===== src/rtl/country_road_car_detector.sv =====
// Country-road vehicle detector: synchronises and debounces the loop sensor,
// keeps a saturating count of queued cars and drains it during country green.
module country_road_car_detector #(
  parameter int DEBOUNCE    = 4,
  parameter int PASS_CYCLES = 8,
  parameter int MAX_CARS    = 7
) (
  input  logic                              CLOCK,
  input  logic                              CLEAR,
  input  logic                              SENSOR_RAW,
  input  logic [1:0]                        COUNTRY_SIG,
  output logic                              CAR_ON_COUNTRY_ROAD,
  output logic [$clog2(MAX_CARS+1)-1:0]     CAR_COUNT,
  output logic                              OVERFLOW,
  output logic [1:0]                        STATE
);

  // state    | meaning
  // IDLE     | queue empty
  // WAITING  | cars queued, country road not green
  // DRAINING | cars queued, country road green
  localparam logic [1:0] IDLE     = 2'd0;
  localparam logic [1:0] WAITING  = 2'd1;
  localparam logic [1:0] DRAINING = 2'd2;

  localparam int CW = $clog2(MAX_CARS + 1);
  localparam logic [1:0] SIG_GREEN = 2'd2;

  logic          sync1;
  logic          sync2;
  logic          deb;
  logic          deb_d;
  logic [7:0]    deb_cnt;
  logic [7:0]    pass_tmr;

  logic          green;
  logic          arrival;
  logic          draining;
  logic          departure;
  logic [CW-1:0] count_next;
  logic          ovf_next;
  logic [1:0]    state_next;

  always_comb begin
    green      = (COUNTRY_SIG == SIG_GREEN);
    arrival    = deb & ~deb_d;
    draining   = green && (CAR_COUNT != '0);
    departure  = draining && (pass_tmr == 8'(PASS_CYCLES - 1));
    count_next = CAR_COUNT;
    ovf_next   = OVERFLOW;
    // Simultaneous arrival and departure cancel out.
    if (arrival && !departure) begin
      if (CAR_COUNT == CW'(MAX_CARS))
        ovf_next = 1'b1;
      else
        count_next = CAR_COUNT + CW'(1);
    end else if (departure && !arrival) begin
      count_next = CAR_COUNT - CW'(1);
    end
    if (count_next == '0)
      state_next = IDLE;
    else if (green)
      state_next = DRAINING;
    else
      state_next = WAITING;
  end

  always_ff @(posedge CLOCK) begin
    if (CLEAR) begin
      sync1               <= 1'b0;
      sync2               <= 1'b0;
      deb                 <= 1'b0;
      deb_d               <= 1'b0;
      deb_cnt             <= 8'd0;
      pass_tmr            <= 8'd0;
      CAR_COUNT           <= '0;
      CAR_ON_COUNTRY_ROAD <= 1'b0;
      OVERFLOW            <= 1'b0;
      STATE               <= IDLE;
    end else begin
      sync1 <= SENSOR_RAW;
      sync2 <= sync1;
      deb_d <= deb;

      if (sync2 == deb) begin
        deb_cnt <= 8'd0;
      end else if (deb_cnt == 8'(DEBOUNCE - 1)) begin
        deb     <= sync2;
        deb_cnt <= 8'd0;
      end else begin
        deb_cnt <= deb_cnt + 8'd1;
      end

      // A partial pass never carries over into the next green phase.
      if (!draining || departure)
        pass_tmr <= 8'd0;
      else
        pass_tmr <= pass_tmr + 8'd1;

      CAR_COUNT           <= count_next;
      CAR_ON_COUNTRY_ROAD <= (count_next != '0);
      OVERFLOW            <= ovf_next;
      STATE               <= state_next;
    end
  end

endmodule

===== config.mk =====
export PLATFORM = sky130hd
export DESIGN_NAME = country_road_car_detector
export DESIGN_NICKNAME = d
export VERILOG_FILES = /design/src/rtl/country_road_car_detector.sv
export SDC_FILE = /design/constraint.sdc
export NUM_CORES = 1
export LEC_CHECK = 0
export CAP_MARGIN = 20
export CORE_MARGIN = 1.5
export CORE_UTILIZATION = 55
export DETAILED_ROUTE_END_ITERATION = 8
export PLACE_DENSITY = 0.76
export RECOVER_POWER = 25
export SETUP_SLACK_MARGIN = 0.02
export SLEW_MARGIN = 20
export SYNTH_ARGS = -nofsm -noshare
export SYNTH_HDL_FRONTEND = slang
export SYNTH_SLANG_ARGS = --single-unit

===== constraint.sdc =====
create_clock -name CLOCK -period 2.6 [get_ports CLOCK]
set_input_delay 0.65 -clock CLOCK [delete_from_list [all_inputs] [get_ports CLOCK]]
set_output_delay 0.65 -clock CLOCK [all_outputs]
set_load 0.1 [all_outputs]

# After elaboration in Yosys (flattened, before gate mapping)
# Cells that the tools add are included.
# Widths: inputs -> output; s select.
[op_classes]
n_reduce_logical = 16
muxes = 4
addsub = 4
eq_ne = 5
bitwise = 3
[op_table]
columns = ["cell", "count"]
rows = [
  ["$add 8x1->8 const B", 2],
  ["$mux 3", 3],
  ["$eq 8x2->1 const B", 1],
  ["$eq 8x3->1 const B", 1],
  ["$reduce_bool 3->1", 2],
  ["$logic_and 1x1->1", 4],
  ["$reduce_and 2->1", 2],
  ["$reduce_or 2->1", 2],
  ["$add 3x1->3 const B", 1],
  ["$eq 3x3->1 const B", 1],
  ["$logic_not 1->1", 3],
  ["$logic_not 3->1", 1],
  ["$reduce_or 3->1", 1],
  ["$sub 3x1->3 const B", 1],
  ["$eq 2x2->1 const B", 1],
  ["$mux 2", 1],
  ["$not 1->1", 2],
  ["$and 1x1->1", 1],
  ["$eq 1x1->1", 1],
  ["$logic_or 1x1->1", 1],
]
[word_totals]
output_inout_bits = 7
word_cells = 42
register_bits = 27

# Logic depth before layout (Yosys ltp)
# Gate-level depths: netlist (run 1).
[logic_depth]
word_depth = 8
mapped_depth = 7
ltp_nobuf = 7

# Least setup slack after synthesis (run 1)
# No wires, ideal clock.
[synth_path]
kind = "register to register"
startpoint = "register CAR_COUNT[0]"
endpoint = "register STATE[1]"
stages_incl_launch_ff = 8
period_less_slack_ns = 2.698
arrival_time_ns = 2.610
path_slack_ns = -0.098
required_time_ns = 2.512
cell_sequence = "dfxtp_1 inv_1 ha_1 nand2b_1 and2_2 a311oi_1 or4_4 a311oi_2"
[synth_via]
elab_chain_len = 8
word_cells_on_any_way = 14
classes_between = "add/sub: 2; eq/ne: 1; mux: 3; reduce/logical: 8"
[synth_lines]
columns = ["element", "line_no", "source"]
rows = [
  ["start, declared", "13", "output logic [$clog2(MAX_CARS+1)-1:0] CAR_COUNT,"],
  ["start signal, assigned", "100", "CAR_COUNT <= count_next;"],
  ["branches (longest 5 deep; another with $sub 3x1->3)", "n/a", ""],
  ["$mux 3 *", "52", "if (arrival && !departure) begin"],
  ["$logic_not 3->1 *", "60", "if (count_next == '0)"],
  ["$reduce_or 2->1 (no source line) *", "n/a", ""],
  ["end signal, assigned", "103", "STATE <= state_next;"],
  ["end, declared", "15", "output logic [1:0] STATE"],
]
# Mark *: on every way between the ends.
# A chain may end at the register's enable or synchronous reset.

# Worst setup path after layout (run 1)
[layout_path]
startpoint = "input port COUNTRY_SIG[0]"
endpoint = "register STATE[1]"
[layout_via]
elab_chain_len = 8
word_cells_on_any_way = 11
classes_between = "eq/ne: 1; mux: 3; reduce/logical: 7"
[layout_lines]
columns = ["element", "line_no", "source"]
rows = [
  ["start, declared", "11", "input logic [1:0] COUNTRY_SIG,"],
  ["$eq 2x2->1 *", "45", "green = (COUNTRY_SIG == SIG_GREEN);"],
  ["$logic_and 1x1->1", "47", "draining = green && (CAR_COUNT != '0);"],
  ["$logic_and 1x1->1", "48", "departure = draining && (pass_tmr == 8'(PASS_CYCLES - 1));"],
  ["$logic_and 1x1->1 / $logic_not 1->1 (equally long branches)", "57, 52", ""],
  ["$mux 3 / $logic_and 1x1->1 (equally long branches)", "57, 52", ""],
  ["$mux 3", "52", ""],
  ["$logic_not 3->1", "60", ""],
  ["$reduce_or 2->1 (no source line)", "n/a", ""],
]
# Mark *: on every way between the ends. The rest lies on a longest branch, timed or not.

==> results.json, run 1 <==
{
  "path_depth": 6,
  "status": "completed",
  "port_buffers": 11,
  "rows": 17,
  "ant_nets": 0,
  "cpPeakStageDelay_ps": 560,
  "cts_made_buffers": 3,
  "async_reset_ff_frac": 0,
  "gp_congestion": 0.848,
  "required_ps": 2840,
  "grt_max_degree": 15,
  "cp-end-kind": "flop",
  "slowest_stage": "dlygate4sd3_1",
  "htreeDepth": 1,
  "synth-compound-area-share": 0.0990,
  "worstHoldPathType": "reg2reg",
  "cts_tree": "yes",
  "synthXorXnorAreaFrac": 0.0901,
  "critPathArrivalTime_ps": 2590,
  "first_iter_violations": 29,
  "fmax_mhz": 425,
  "power_leakage_uw": 0.000587,
  "yosysTopAreaCell": "dfxtp_1",
  "use_met2": 0.346,
  "numClockSinks": 27,
  "syn_area_mm2": 0.00126,
  "final-max-slew-violation-count": 0,
  "track_usage": 0.206,
  "power.density_mw_per_mm2": 739,
  "synth_top_area_frac": 0.428,
  "synth_edf_count": 0,
  "min_path_cells": 1,
  "setup_tns_ps": 0,
  "drt-pass1-iter-count": 4,
  "synthSimpleGateAreaFrac": 0.301,
  "nNetsFinal": 167,
  "drc_errors": 0,
  "synth_top_family_by_area": "simple AND/OR/NAND/NOR gates",
  "root_buffer": "clkbuf_4",
  "ys.flop_type": "dfxtp_1",
  "clkTransAtPathRegs_ps": 130,
  "worstSetupPathType": "in2reg",
  "avgRoutedWirePerCell_um": 12.5,
  "post-place-ws_ps": 36.2,
  "cap_violations": 0,
  "synthAdderAreaFrac": 0.0495,
  "synth.net_count": 148,
  "dieHeight_um": 50.9,
  "syn-instance-count": 138,
  "cp_num_buf_inv": 1,
  "avgSynthCellArea_um2": 9.16,
  "top_usage_layer": "met2",
  "place_area_mm2": 0.00142,
  "synth-seq-cells": 27,
  "initial_core_util": 0.577,
  "reg2regPathDepth": 6,
  "cp_top_family": "simple AND/OR/NAND/NOR gates",
  "hold_buffers": 0,
  "grt_pass1_vias": 1002,
  "grt_pass1_wl_um": 4120,
  "cts_resized": 0,
  "worst_slew_pin_slew_ps": 375,
  "use_met1": 0.265,
  "vias_per_cell": 5.57,
  "grt_antenna_before_repair": 0,
  "design_area_mm2": 0.00144,
  "yosysMostFrequentCell": "dfxtp_1",
  "grt-ovfl-total": 0,
  "finalHoldViolations": 0,
  "crit_fanout": 6,
  "period_share": 0.904,
  "ir_worst_vdd_mv": 0.780,
  "fp.dieW_um": 50.9,
  "fin_worst_skew_ps": 5.35,
  "power_uw": 1070,
  "synth.area.top_cells": "dfxtp_1 43%, nor2_1 5.6%, ha_1 5.0%, xor2_1 4.9%, xnor2_1 4.2%",
  "ios": 12,
  "rsz0062_at_grt": "no",
  "routed_wl_um": 2300,
  "max-slew-margin-rel": 0.747,
  "period_minus_slack_ps": 2350,
  "grt_use_met3": 0.0292,
  "setup_viol": 0,
  "dpl.hpwl_um": 1800,
  "setup_ws_ps": 249,
  "synth_cell_types": 39,
  "die_area_mm2": 0.00259,
  "clockBufferDepth": 2,
  "crit_chain": "dlygate4sd3_1 > and2b_1 > and2_2 > a311oi_1 > or4_4 > a311oi_2",
  "diodes": 0,
  "drive_gt1_frac": 0.160,
  "core_mm2": 0.00219,
  "cts_setup_buffers": 0,
  "synth_warnings": 0,
  "insertion_delay_ps": 310,
  "muxShareOfSynthArea": 0,
  "ys_seq_area_frac": 0.428,
  "synthTopCellsByCount": "27 x dfxtp_1, 19 x nor2_1, 10 x inv_1, 10 x nand3_1, 8 x nand2_1",
  "area_delta_synth_final_pct": 14.2,
  "startpoint_type": "input pin",
  "vias": 1025
}
cell families after synthesis:
logic type,after synthesis
DFF,27
and+or+nand+nor,66
AOI/OAI and AO/OA,16
adders and majority gates,5
xor gates and xnor gates,13
buffers and inverters,11
flip-flops by register name, indices dropped and copies added (netlist names):
name                 count
deb_cnt                  8
pass_tmr                 8
CAR_COUNT                3
STATE                    2
CAR_ON_COUNTRY_ROAD      1
OVERFLOW                 1
deb                      1
deb_d                    1
sync1                    1
sync2                    1
final cells by class:
type	instances	area (µm²)
fill	191	748
multi-input combinational	100	682
sequential	27	543
timing repair buffer	15	119
inverter	10	37.5
tap	28	35.0
clock buffer	4	26.3
cells in the final DEF (no fill, tap or decap), types with 3 or more instances in the layout:
master | Yosys | layout
dfxtp_1 | 27 | 25
nor2_1 | 19 | 19
inv_1 | 10 | 10
nand3_1 | 10 | 10
buf_4 | 0 | 10
nand2_1 | 8 | 8
xor2_1 | 7 | 7
xnor2_1 | 6 | 6
ha_1 | 5 | 5
and3_1 | 4 | 4
nor3_1 | 3 | 3
nand2b_1 | 3 | 3
a31oi_1 | 3 | 3
a211oi_1 | 3 | 3
nor2b_1 | 3 | 3
clkbuf_4 | 0 | 3
stage by stage:
step / std cells / util / hold slack (ps)
after floorplan: 138 / - / 413
after global placement: 180 / 0.648 / 417
after detailed placement: 180 / 0.648 / 433
after CTS: 184 / 0.660 / 459
after global routing: 184 / 0.658 / 471
final: 184 / 0.658 / 452
power by group:
group | switching (µW) | leakage [µW] | total, µW | internal [µW]
Sequential | 24.7 | 0.000220 | 474 | 449
Clock | 113 | 0.0000150 | 173 | 59.9
Combinational | 311 | 0.000352 | 420 | 109
worst paths after layout:
check                                    to      startpoint  slack [ps]
worst max-delay path               STATE[1]  COUNTRY_SIG[0]         250
worst min-delay path            pass_tmr[0]     pass_tmr[0]         450
worst max register to register     STATE[1]     pass_tmr[0]         570
worst min register to register  pass_tmr[0]     pass_tmr[0]         450
layer usage:
| metal | share of wire | vias to the layer above |
|---|---|---|
| met1 | 0.47 | 482 |
| met5 | 0 | - |
| met2 | 0.49 | 19 |
| met4 | 0.017 | 0 |
| met3 | 0.024 | 6 |
| li1 | - | 518 |
worst reg2reg max path, stage by stage (launching register included):
cell,delay (ps)
dfxtp_1,370
ha_1,240
and4bb_4,290
and2_4,160
a311oi_1,80
or4_4,550
a311oi_2,260
(Power assumes the default switching activity.)
==> inputs of run 2 (changes only) <==
--- a/config.mk
+++ b/config.mk
@@ -7,9 +7,9 @@
 export LEC_CHECK = 0
 export CAP_MARGIN = 20
 export CORE_MARGIN = 1.5
-export CORE_UTILIZATION = 55
+export CORE_UTILIZATION = 59
 export DETAILED_ROUTE_END_ITERATION = 8
-export PLACE_DENSITY = 0.76
+export PLACE_DENSITY = 0.81
 export RECOVER_POWER = 25
 export SETUP_SLACK_MARGIN = 0.02
 export SLEW_MARGIN = 20
==> constraint.sdc (replaced) <==
create_clock -name CLOCK -period 2.8 [get_ports CLOCK]
set_input_delay 0.7 -clock CLOCK [delete_from_list [all_inputs] [get_ports CLOCK]]
set_output_delay 0.7 -clock CLOCK [all_outputs]
set_load 0.1 [all_outputs]
==> run 2 against run 1 <==
Against the previous run:
- power shrank 8.1%
- sequential power shrank 7.6%
- global-route usage barely moved
- register-to-register slack about the same
- largest cell class unchanged
- routed wire length decreased by 0.30%
- sequential cell count stayed put
==> results.json, run 2 (same netlist as run 1, synthesis figures left out) <==
{
  "status": "completed",
  "nNetsFinal": 164,
  "dieHeight_um": 49.3,
  "drive_gt1_frac": 0.124,
  "grt_max_degree": 17,
  "max-slew-margin-rel": 0.230,
  "largestRegisters": "deb_cnt (8), pass_tmr (8), CAR_COUNT (3)",
  "grt-ovfl-total": 0,
  "dpl.hpwl_um": 1770,
  "grt_antenna_before_repair": 0,
  "fp.dieW_um": 49.3,
  "cp-end-kind": "flop",
  "cts_made_buffers": 3,
  "place_area_mm2": 0.00139,
  "first_iter_violations": 31,
  "stdcell_count": 180,
  "fin_worst_skew_ps": 3.86,
  "core_mm2": 0.00198,
  "finalHoldViolations": 0,
  "cts_setup_buffers": 0,
  "final_cell_mix": "27 x dfxtp_1, 19 x nor2_1, 10 x inv_1, 10 x nand3_1, 8 x nand2_1",
  "htreeDepth": 1,
  "power.density_mw_per_mm2": 694,
  "fmax_mhz": 407,
  "rows": 16,
  "vias": 1040,
  "ios": 12,
  "crit_fanout": 6,
  "area_delta_synth_final_pct": 11.8,
  "worstHoldStart": "pass_tmr[0]",
  "root_buffer": "clkbuf_4",
  "final-max-slew-violation-count": 0,
  "startpoint_type": "input pin",
  "ir_worst_vdd_mv": 0.489,
  "power_leakage_uw": 0.000563,
  "required_ps": 3050,
  "hold_buffers": 0,
  "clkTransAtPathRegs_ps": 150,
  "initial_core_util": 0.638,
  "insertion_delay_ps": 310,
  "final_common_cell": "dfxtp_1",
  "clockBufferDepth": 2,
  "worstReg2RegStart": "CAR_COUNT[0]",
  "crit_start": "COUNTRY_SIG[0]",
  "avgRoutedWirePerCell_um": 12.8,
  "worstHoldPathType": "reg2reg",
  "setup_viol": 0,
  "grt_pass1_wl_um": 4010,
  "numClockSinks": 27,
  "drt-pass1-iter-count": 4,
  "drc_errors": 0,
  "vias_per_cell": 5.78,
  "period_share": 0.878,
  "cts_resized": 0,
  "period_minus_slack_ps": 2460,
  "power_uw": 980,
  "track_usage": 0.206,
  "grt_pass1_vias": 924,
  "die_area_mm2": 0.00243,
  "critPathArrivalTime_ps": 2710,
  "setup_tns_ps": 0,
  "diodes": 0,
  "ant_nets": 0,
  "cts_tree": "yes",
  "worst_slew_pin_slew_ps": 1160,
  "cap_violations": 0,
  "rsz0062_at_grt": "no",
  "gp_congestion": 0.949,
  "design_area_mm2": 0.00141,
  "post-place-cells": 176,
  "port_buffers": 11,
  "routed_wl_um": 2300,
  "worstSetupPathType": "in2reg"
}
run 2: routing by layer:
layer,track usage,part of all wire
met1,0.284,0.48
met2,0.338,0.47
met3,0.0399,0.043
met4,0.0333,0.0031
met5,0,0
run 2: layout make-up:
cell class | instances | area, µm²
multi-input cells | 100 | 682
fillers | 153 | 569
flip-flops and latches | 27 | 541
repair buffers | 12 | 88.8
inverters | 10 | 37.5
well taps | 27 | 33.8
clock buffers | 3 | 22.5
clock inverters | 1 | 7.51
run 2: final timing paths:
| check | to | slack, ps | depth (start not counted) |
|---|---|---|---|
| setup / recovery | STATE[1] | 340 | 6 |
| hold / removal | pass_tmr[0] | 460 | 1 |
| setup reg to reg | STATE[1] | 580 | 7 |
| hold reg to reg | pass_tmr[0] | 460 | 1 |
run 2: critical path, stage by stage:
cell           delay [ps]
dlygate4sd3_1         570
and2b_1               310
and2_2                220
a311oi_1               90
or4_4                 550
a311oi_2              260
run 2: report_power, final:
| group | leakage, µW | internal, µW | switching [µW] |
|---|---|---|---|
| combinational | 0.000330 | 80.8 | 293 |
| clock | 0.0000139 | 54.4 | 114 |
| sequential | 0.000219 | 414 | 23.3 |
run 2: stage by stage:
stage	utilization	worst slack [ps]	hold slack, ps
2_1_floorplan	-	102	413
3_3_place_gp	0.703	190	426
3_5_place_dp	0.703	146	433
4_1_cts	0.718	498	463
5_1_grt	0.713	223	477
6_report	0.713	341	455
